`config.mk`:
```
export PLATFORM = sky130hd
export DESIGN_NAME = cond_flags_unit
export DESIGN_NICKNAME = d
export VERILOG_FILES = /design/src/rtl/cond_flags_unit_pkg.sv /design/src/rtl/cond_check.sv /design/src/rtl/cond_flags_unit.sv
export SDC_FILE = /design/constraint.sdc
export NUM_CORES = 1
export LEC_CHECK = 0
export CORE_MARGIN = 4
export CORE_UTILIZATION = 26
export CTS_BUF_LIST = sky130_fd_sc_hd__clkbuf_4
export DETAILED_ROUTE_END_ITERATION = 8
export PLACE_DENSITY = 0.9
export SYNTH_ARGS = -nofsm -noshare
export SYNTH_HDL_FRONTEND = slang
export SYNTH_SLANG_ARGS = --single-unit
export TNS_END_PERCENT = 5
```
`constraint.sdc`:
```
create_clock -name clk -period 2.1 [get_ports clk]
set_input_delay 0.42 -clock clk [delete_from_list [all_inputs] [get_ports clk]]
set_output_delay 0.42 -clock clk [all_outputs]
set_load 0.01 [all_outputs]
```
`src/rtl/cond_flags_unit_pkg.sv`:
```
// Shared definitions for the ALU status stage: result-mux op encodings,
// the set of ops that produce a meaningful adder carry/overflow, the ARM
// condition-field encodings and the packed NZCV flag record.
package cond_flags_unit_pkg;

  // Result-mux op select encodings (same codes the ALU result mux uses).
  localparam logic [3:0] ALU_AND = 4'b0000;
  localparam logic [3:0] ALU_ORR = 4'b0001;
  localparam logic [3:0] ALU_EOR = 4'b0010;
  localparam logic [3:0] ALU_MOV = 4'b0011;
  localparam logic [3:0] ALU_ADD = 4'b0100;
  localparam logic [3:0] ALU_SUB = 4'b0101;
  localparam logic [3:0] ALU_ADC = 4'b0110;
  localparam logic [3:0] ALU_SC  = 4'b0111;

  // One bit per op code: set where the adder drives the result, so
  // alu_cout/alu_ovf are meaningful. Codes 8..15 are never arithmetic.
  localparam logic [15:0] ARITH_OPS = 16'b0000_0000_1111_0000;

  // ARM condition field encodings.
  typedef enum logic [3:0] {
    COND_EQ = 4'b0000,
    COND_NE = 4'b0001,
    COND_CS = 4'b0010,
    COND_CC = 4'b0011,
    COND_MI = 4'b0100,
    COND_PL = 4'b0101,
    COND_VS = 4'b0110,
    COND_VC = 4'b0111,
    COND_HI = 4'b1000,
    COND_LS = 4'b1001,
    COND_GE = 4'b1010,
    COND_LT = 4'b1011,
    COND_GT = 4'b1100,
    COND_LE = 4'b1101,
    COND_AL = 4'b1110,
    COND_NV = 4'b1111
  } cond_e;

  // Architectural flags, packed so that the vector form is {N,Z,C,V}.
  typedef struct packed {
    logic n;
    logic z;
    logic c;
    logic v;
  } flags_t;

  // True when the op select names an adder operation.
  function automatic logic is_arith(input logic [3:0] op);
    return ARITH_OPS[op];
  endfunction

endpackage

```
`src/rtl/cond_check.sv`:
```
// Condition evaluator: decides whether an instruction's ARM condition
// field passes against a set of NZCV flags. Purely combinational.
// Ports:
//   i_cond    [3:0]  condition field
//   i_flags   flags  current {N,Z,C,V}
//   o_cond_ex        1 when the condition passes
module cond_check
  import cond_flags_unit_pkg::*;
(
  input  cond_e  i_cond,
  input  flags_t i_flags,
  output logic   o_cond_ex
);

  logic w_cond_ex;

  // Decode the condition field against the flags.
  always_comb begin
    w_cond_ex = 1'b0;
    case (i_cond)
      COND_EQ: w_cond_ex = i_flags.z;
      COND_NE: w_cond_ex = ~i_flags.z;
      COND_CS: w_cond_ex = i_flags.c;
      COND_CC: w_cond_ex = ~i_flags.c;
      COND_MI: w_cond_ex = i_flags.n;
      COND_PL: w_cond_ex = ~i_flags.n;
      COND_VS: w_cond_ex = i_flags.v;
      COND_VC: w_cond_ex = ~i_flags.v;
      COND_HI: w_cond_ex = i_flags.c & ~i_flags.z;
      COND_LS: w_cond_ex = ~i_flags.c | i_flags.z;
      COND_GE: w_cond_ex = (i_flags.n == i_flags.v);
      COND_LT: w_cond_ex = (i_flags.n != i_flags.v);
      COND_GT: w_cond_ex = ~i_flags.z & (i_flags.n == i_flags.v);
      COND_LE: w_cond_ex = i_flags.z | (i_flags.n != i_flags.v);
      COND_AL: w_cond_ex = 1'b1;
      // NV is reserved and never executes.
      COND_NV: w_cond_ex = 1'b0;
      default: w_cond_ex = 1'b0;
    endcase
  end

  assign o_cond_ex = w_cond_ex;

endmodule

```
`src/rtl/cond_flags_unit.sv`:
```
// ALU status stage: derives NZCV from the selected ALU result and the
// adder side outputs, holds the architectural flag register, evaluates the
// instruction condition against the current flags and gates the datapath
// write enables with the result.
// Ports:
//   clk, reset            rising-edge clock, async active-low reset
//   alu_result [WIDTH]    result mux output
//   alu_cout, alu_ovf     adder carry-out / signed overflow
//   ALUControl [3:0]      op select
//   Cond [3:0]            instruction condition field
//   FlagW [1:0]           [1] update N,Z   [0] update C,V
//   PCS, RegW, MemW       raw write requests
//   PCSrc, RegWrite, MemWrite  requests gated by CondEx
//   CondEx                condition passed on the current flags
//   Flags [3:0]           registered {N,Z,C,V}
//   carry_in              registered C, back to the ALU
module cond_flags_unit
  import cond_flags_unit_pkg::*;
#(
  parameter int WIDTH = 32
) (
  input  logic             clk,
  input  logic             reset,
  input  logic [WIDTH-1:0] alu_result,
  input  logic             alu_cout,
  input  logic             alu_ovf,
  input  logic [3:0]       ALUControl,
  input  logic [3:0]       Cond,
  input  logic [1:0]       FlagW,
  input  logic             PCS,
  input  logic             RegW,
  input  logic             MemW,
  output logic             PCSrc,
  output logic             RegWrite,
  output logic             MemWrite,
  output logic             CondEx,
  output logic [3:0]       Flags,
  output logic             carry_in
);

  flags_t r_flags;
  flags_t w_derived;
  logic   w_cond_ex;

  // Candidate flags from this cycle's result; C and V only move on adder ops.
  always_comb begin
    w_derived.n = alu_result[WIDTH-1];
    w_derived.z = ~(|alu_result);
    if (is_arith(ALUControl)) begin
      w_derived.c = alu_cout;
      w_derived.v = alu_ovf;
    end else begin
      w_derived.c = r_flags.c;
      w_derived.v = r_flags.v;
    end
  end

  // The condition is judged on the registered flags, so a flag-setting
  // instruction never sees its own result.
  cond_check u_cond_check (
    .i_cond    (cond_e'(Cond)),
    .i_flags   (r_flags),
    .o_cond_ex (w_cond_ex)
  );

  // Flag register: the N,Z and C,V halves load independently, and only
  // when the instruction's condition passed.
  always_ff @(posedge clk or negedge reset) begin
    if (!reset) begin
      r_flags <= '0;
    end else begin
      if (FlagW[1] && w_cond_ex) begin
        r_flags.n <= w_derived.n;
        r_flags.z <= w_derived.z;
      end
      if (FlagW[0] && w_cond_ex) begin
        r_flags.c <= w_derived.c;
        r_flags.v <= w_derived.v;
      end
    end
  end

  assign CondEx   = w_cond_ex;
  assign PCSrc    = PCS  & w_cond_ex;
  assign RegWrite = RegW & w_cond_ex;
  assign MemWrite = MemW & w_cond_ex;
  assign Flags    = r_flags;
  assign carry_in = r_flags.c;

endmodule

```
==> metrics, run 1 <==
status=complete, but fails checks; failing checks=negative setup slack; Post-Syn Area=458 µm²; CTS tree=done; # Max-Cap Violations=0; vias in the first global route=763; CP required=1.68 ns; # H-tree levels=1; area growth from synthesis to layout=151%; cts hold-fix bufs=0; total CTS buffers=3; Cells after Synth=50; Initial Util=29.0%; Total Wirelength=2070 µm; Initial DRT Pass Iterations=4; CP max FO=3; Fin Setup TNS=-0.203 ns; wire length per cell=15.3 µm; worst hold slack=0.395 ns; Slew Viols, Final=0; commonest non-fill, non-tap cell in the layout=clkdlybuf4s50_1; dpl ws=-0.814 ns; clock slew at reported path FFs=0.04 ns; final setup violating endpoints=3; Net Sw Frac=31.7%; post-synthesis sequential area ratio=21.9%; initial antenna violation count=0; final hold vios=0; I/O Buffers=55; Setup crit start kind=input pin; Pwr Total=0.715 mW; CTS sink count=4; drt drc=0; combinational fraction of design power=67.4%; top layer used by detailed routing=met4; fillcell total=129; Hold Crit Class=input pin to asynchronous set/reset pin; Internal=0.488 mW; via count of the routed design=674; max_slew headroom=81.2%; Critical Path AT=1.78 ns; Tmin final=2.20 ns; crit share post-route=105%; drt first-iter violations=4; ranking of synthesized cells by area=dfrtp_1, nor4_1, and2_2, xnor2_1, buf_6; die width=50.0 µm; Synth Register Bits=4; Mapped Nets=99; layout cell share with drive strength beyond 1=31.1%; DRT antenna net count=0; root buffer cell=clkbuf_4; Yosys top cell by area=dfrtp_1; critical path endpoint category=primary output; GRT Util Overall=17.1%; post-synthesis cell type count=26; cell row count=14; Die H=50.0 µm; Mapped Avg Cell Area=9.16 µm²; Leak Pwr=0.470 nW; Layout Nets=170; DR vias/cell=4.99; power density cells=621 nW/µm²; Ports=58; die area=2500 µm²; met3 wire len=114 µm; largest net degree at the start of global routing=8; commonest non-fill, non-tap cells in the layout=clkdlybuf4s50_1, buf_4, nor4_1; setup ws final=-0.101 ns; Overflow after GRT=0; Worst Setup SP=Cond[1]; Sequential Power Share=19.6%; Clk pwr share=13.0%; clk buf depth=2; RSZ-0062 raised after global routing=yes; Max Clk Rate=0.454 GHz; RD Place Congestion=0.898; P_sw=0.226 mW; Reg2Reg Launch Point=Flags[0]; Worst-Skew Late Latency=0.23 ns; post-synth top area share=21.9%; maximum vdd drop=0.566 mV; Slew @ Worst Pin=0.280 ns; hpwl dp=1770 µm; metal2 WL=1280 µm; yosys warns=0; Ant. Diodes=0; critical path class=input pin to primary output; Placeable Area=1580 µm²; post-route clock skew=0.00253 ns; global-route wire length before repair=3210 µm; DRT met1 WL=675 µm
registers in the layout, summed over array words and instances, names as in the netlist:
register / flops
Flags: 3
carry_in: 1
power groups by stage:
stage / logic [mW] / registers (mW) / clock network (mW)
3_5_place_dp: 0.429 / 0.134 / 0
5_1_grt: 0.509 / 0.145 / 0.110
3_3_place_gp: 0.418 / 0.132 / 0
2_1_floorplan: 0.167 / 0.145 / 0
6_report: 0.482 / 0.140 / 0.0928
4_1_cts: 0.462 / 0.133 / 0.0970
layout make-up:
cell class                      count  area (µm²)  area share, %
Sequential cell                     4         100           8.70
Multi-Input combinational cell     43         347           30.1
Timing Repair Buffer               69         662           57.5
Tap cell                           16        20.0           1.74
Clock buffer                        3        22.5           1.96
worst max-delay path: stages:
cell             delay [ns]
clkdlybuf4s15_1        0.21
mux2i_1                0.26
xnor2_1                0.16
a22oi_2                0.08
a32oi_2                0.26
buf_4                  0.15
and2_4                 0.13
buf_6                  0.09
per-stage QoR:
step,instances,instance area (µm²),util [%]
final,135,1150,73.0
after global routing,135,1150,73.0
after CTS,135,1140,72.1
after detailed placement,128,1070,68.1
after global placement,128,1070,68.1
after floorplan,50,458,-
final timing paths:
kind	depth (start not counted)	to	slack, ns
setup / recovery	8	PCSrc	-0.10
hold / removal	1	Flags[3]	0.40
setup reg to reg	8	carry_in	0.03
hold reg to reg	2	Flags[3]	0.72
max in group asynchronous	1	carry_in	1.53
min in group clk	2	Flags[3]	0.72
metal layers:
layer / vias up / global-route usage, %
met1: 315 / 15.3
li1: 332 / -
met2: 25 / 34.6
met5: - / 0
met3: 2 / 4.82
met4: 0 / 6.91
cells by family (layout without fill, tap and decap cells):
| family | count (synthesis) | after routing | synth area share, % |
|---|---|---|---|
| AOI/OAI and AO/OA | 9 | 9 | 16.9 |
| muxes | 6 | 6 | 15.0 |
| DFF | 4 | 4 | 21.9 |
| xor gates and xnor gates | 3 | 3 | 5.74 |
| buffers and inverters | 3 | 72 | 6.56 |
| and+or+nand+nor | 25 | 25 | 33.9 |
cells in the mapped netlist (all sizes together):
library cell and n:
nor2 5, nand4 2, and2b 1, nor2b 1, a21oi 2, o32a 1, a22oi 1, xnor2 3
mux2i 2, a21o 1, nor3 1, nor4 8, mux2 4, nand3b 1, o21ai 1, o211ai 1
nand2 1, a32oi 1, and4b 1, buf 3, dfrtp 4, and2 4, o21a 1
timing repair:
item	4_1_cts	5_1_grt
endpoints found under the setup margin	8	8
resized for setup	36	3
buffers inserted	4	0
pin swaps	7	4
Power figures use the tool's default switching activity.
==> run 2, diff against run 1 <==
- CAP_MARGIN: default -> 25
- GPL_TIMING_DRIVEN: default -> 0
- SKIP_LAST_GASP: default -> 1
==> run 2 against run 1 <==
  * The flow still finishes with violations (negative setup slack)
  * Non-clock buffer count is 9 lower
  * Clock skew is 0.0040 ns higher
  * Sequential power is 5% higher
  * Critical endpoint is now RegWrite
==> metrics, run 2 (synthesis results as in run 1) <==
status=complete, but fails checks; failing checks=negative setup slack; final hold vios=0; Initial Util=29.0%; layout cell share with drive strength beyond 1=29.1%; final core occ=68.3%; drt drc=0; Setup crit start kind=register; Top Usage Layer GRT=met2; Max stage delay cell, worst path=dfrtp_2; multi-input logic area=345 µm²; root buffer cell=clkbuf_4; Critical Path, Cell by Cell=buf_4, nor2b_1, o21a_1, o211ai_1, a32oi_2, buf_4, and2_4, buf_6; # Max-Cap Violations=0; crit share post-route=105%; cts hold-fix bufs=0; Seq. cell area=103 µm²; CP max FO=4; critical path class=register to primary output; fillcell total=133; Hold Crit Class=input pin to asynchronous set/reset pin; setup ws final=-0.113 ns; Ports=58; power density cells=629 nW/µm²; post-route clock skew=0.00654 ns; Leak Pwr=0.419 nW; largest net degree at the start of global routing=10; final setup violating endpoints=4; GRT Util Overall=16.8%; grt met2 use=33.9%; Tmin final=2.21 ns; met3 GRT Util=4.82%; dpl ws=-0.792 ns; Layout Nets=161; commonest non-fill, non-tap cell in the layout=clkdlybuf4s50_1; Design Area, Final=1080 µm²; grt met1 use=12.8%; CTS sink count=4; I/O Buffers=53; RD Place Congestion=0.733; Slew Viols, Final=0; DR vias/cell=4.96; Max Clk Rate=0.452 GHz; CP required=1.68 ns; Crit path top cell by count=buf_4; area growth from synthesis to layout=135%; die width=50.0 µm; clock slew at reported path FFs=0.05 ns; max_slew headroom=81.8%; worst hold slack=0.373 ns; maximum vdd drop=0.573 mV; commonest non-fill, non-tap cells in the layout=clkdlybuf4s50_1, nor4_1, nor2_1, buf_4, buf_6; wire length per cell=15.7 µm; die area=2500 µm²; Largest register FFs=3; DP Area=1010 µm²; Die H=50.0 µm; Worst-Skew Late Latency=0.25 ns; critical path's largest stage delay=0.43 ns; RSZ-0062 raised after global routing=yes; clk buf depth=2; drt first-iter violations=2; # H-tree levels=1; critical path buffer and inverter count=3; Slew @ Worst Pin=0.270 ns; global-route wire length before repair=3110 µm; via count of the routed design=625; critical path endpoint category=primary output; Critical Path AT=1.79 ns; Placeable Area=1580 µm²; Ant. Diodes=0; CTS tree=done; Initial DRT Pass Iterations=3; initial antenna violation count=0; hpwl dp=1520 µm; cell row count=14; Overflow after GRT=0; Total Wirelength=1970 µm; crit-path leading delay family=compound AO/OA/AOI/OAI gates; DRT antenna net count=0; Pwr Total=0.676 mW; total CTS buffers=3; vias in the first global route=751
-- run 2: power breakdown --
group | total, mW | internal, mW | switching, mW
Combinational | 0.421 | 0.279 | 0.142
Clock | 0.108 | 0.0647 | 0.0437
Sequential | 0.147 | 0.104 | 0.0424
Total | 0.676 | 0.448 | 0.228
-- run 2: path summary, 6_finish.rpt --
path	startpoint	end	slack (ns)	cells after the start
max	Flags[2]	RegWrite	-0.11	8
min	reset	Flags[3]	0.37	1
max reg2reg	Flags[2]	Flags[0]	0.10	8
min reg2reg	Flags[3]	Flags[3]	0.59	1
max in group asynchronous	reset	Flags[2]	1.54	1
min in group clk	Flags[3]	Flags[3]	0.59	1
-- run 2: layer usage --
layer	vias to the layer above	part of all wire (%)
met5	-	0
met4	0	2.4
met3	6	6.7
met2	25	61
met1	282	30
li1	312	-
-- run 2: final cells by class --
class,instances,share of cell area (%)
Buffer,3,2.79
Clock buffer,3,2.09
Multi-Input combinational cell,43,32.1
Sequential cell,4,9.53
Tap cell,16,1.86
Timing Repair Buffer,57,51.6
-- run 2: through the flow --
step	setup TNS (ns)	instances
2_1_floorplan	0	50
3_3_place_gp	-4.23	119
3_5_place_dp	-4.38	119
4_1_cts	-0.608	126
5_1_grt	-0.909	126
6_report	-0.338	126
-- run 2: timing repair --
item | 4_1_cts | 5_1_grt
buffers inserted | 4 | 0
pin swaps | 5 | 3
gates cloned | 0 | 0
resized for setup | 24 | 5
endpoints found under the setup margin | 8 | 8
-- run 2: worst reg2reg max path: cells and delay by family (launching register included) --
| kind | cells | cell delay [ns] |
|---|---|---|
| and+or+nand+nor | 2 | 0.35 |
| DFF | 1 | 0.43 |
| buffers and inverters | 2 | 0.31 |
| muxes | 1 | 0.32 |
| AOI/OAI and AO/OA | 3 | 0.47 |
==> run 3, diff against run 2 <==
- SKIP_CTS_REPAIR_TIMING: default -> 1
==> run 3 against run 2 <==
  * The flow still finishes with violations (negative setup slack)
  * Die area stayed put
  * Highest routed layer unchanged
  * Worst setup slack worse by 0.10 ns
  * Clock-buffer cell count is the same
  * First-iteration DRC count stayed put
  * Combinational power is 2% lower
  * Clock power shrank 4%
  * Critical path type unchanged
  * Clock skew fell by 0.0057 ns
==> metrics, run 3 (synthesis results as in run 1) <==
Tmin final=2.31 ns; Placeable Area=1580 µm²; Ports=58; total CTS buffers=3; r2r endpoint=Flags[0]; Layout Cells excl Fill=124; root buffer cell=clkbuf_4; Max stage delay cell, worst path=dfrtp_2; critical path's largest stage delay=0.44 ns; setup ws final=-0.215 ns; DR vias/cell=4.94; layout cell share with drive strength beyond 1=21.3%; Hold Crit Class=input pin to asynchronous set/reset pin; hpwl dp=1520 µm; wire length per cell=15.2 µm; area growth from synthesis to layout=134%; final setup violating endpoints=5; largest net degree at the start of global routing=10; I/O Buffers=53; Worst Setup SP=Flags[2]; die width=50.0 µm; CTS tree=done; GRT Util Overall=14.8%; DRT antenna net count=0; Overflow after GRT=0; drt first-iter violations=2; multi-input logic area=340 µm²; metal2 WL=1120 µm; global-route wire length before repair=2750 µm; power density cells=616 nW/µm²; Pwr Total=0.662 mW; Total Wirelength=1880 µm; commonest non-fill, non-tap cell in the layout=clkdlybuf4s50_1; Slew Viols, Final=0; top layer used by detailed routing=met4; vias in the first global route=674; DRT met1 WL=614 µm; DP Area=1010 µm²; Slew @ Worst Pin=0.269 ns; Critical Path, Cell by Cell=a21oi_2, a21oi_1, o32a_1, a32oi_2, buf_4, and2_4, buf_6; # Max-Cap Violations=0; critical path endpoint category=primary output; status=complete, but fails checks; Max Clk Rate=0.432 GHz; Reg2Reg Launch Point=Flags[2]; Leak Pwr=0.459 nW; final core occ=68.1%; Design Area, Final=1070 µm²; Setup crit start kind=register; die area=2500 µm²; RD Place Congestion=0.733; Die H=50.0 µm; critical path class=register to primary output; cell row count=14; clk buf depth=2; failing checks=negative setup slack; Largest register FFs=3; fillcell total=126; CP max FO=7; crit share post-route=110%; post-route clock skew=0.000880 ns; RSZ-0062 raised after global routing=yes; reg2reg setup slack=0 ns; # H-tree levels=1; met3 wire len=108 µm; via count of the routed design=613; initial antenna violation count=0; CP required=1.68 ns; max_slew headroom=81.9%; Initial Util=29.0%; Layout Nets=159; CTS sink count=4; final hold vios=0; Worst Reg-to-Reg Cells=7; Worst-Skew Late Latency=0.25 ns; maximum vdd drop=0.543 mV; Ant. Diodes=0; Initial DRT Pass Iterations=2; placed cells=119; commonest non-fill, non-tap cells in the layout=clkdlybuf4s50_1, nor4_1, nor2_1, dlymetal6s2s_1; clock slew at reported path FFs=0.04 ns; drt drc=0; Critical Path AT=1.89 ns; Seq. cell area=101 µm²
run 3: power breakdown:
group | internal, mW | switching, mW
sequential | 0.103 | 0.0423
clock | 0.0644 | 0.0392
combinational | 0.279 | 0.134
total | 0.447 | 0.215
run 3: cell type report:
cell class / instances / share of cell area, %
buffer: 3 / 2.80
sequential: 4 / 9.44
clock buffer: 3 / 2.10
timing repair buffer: 55 / 52.1
multi-input combinational: 43 / 31.7
tap: 16 / 1.86
run 3: stage by stage:
step	setup TNS, ns	hold WS, ns	worst slack (ns)
after floorplan	0	0.124	0.0742
after global placement	-4.23	0.562	-0.771
after detailed placement	-4.38	0.570	-0.792
after CTS	-3.41	0.366	-0.802
after global routing	-1.28	0.378	-0.307
final	-0.684	0.373	-0.215
run 3: metal layers:
layer | global-route usage (%) | vias to the layer above
li1 | - | 308
met1 | 12.5 | 278
met2 | 28.9 | 23
met3 | 3.61 | 4
met4 | 11.1 | 0
met5 | 0 | -
run 3: critical path: cells and delay by family (launching register included):
| family | cells | cell delay, ns |
|---|---|---|
| compound gates | 4 | 0.82 |
| flops | 1 | 0.44 |
| buf+inv | 2 | 0.25 |
| simple gates | 1 | 0.13 |
run 3: worst max-delay path by stage:
stage	to	slack (ns)	cells after the start
after global routing	RegWrite	-0.31	7
final	RegWrite	-0.21	7
after CTS	PCSrc	-0.80	7
after floorplan	Flags[0]	0.07	7
after global placement	PCSrc	-0.77	7
after detailed placement	PCSrc	-0.79	7
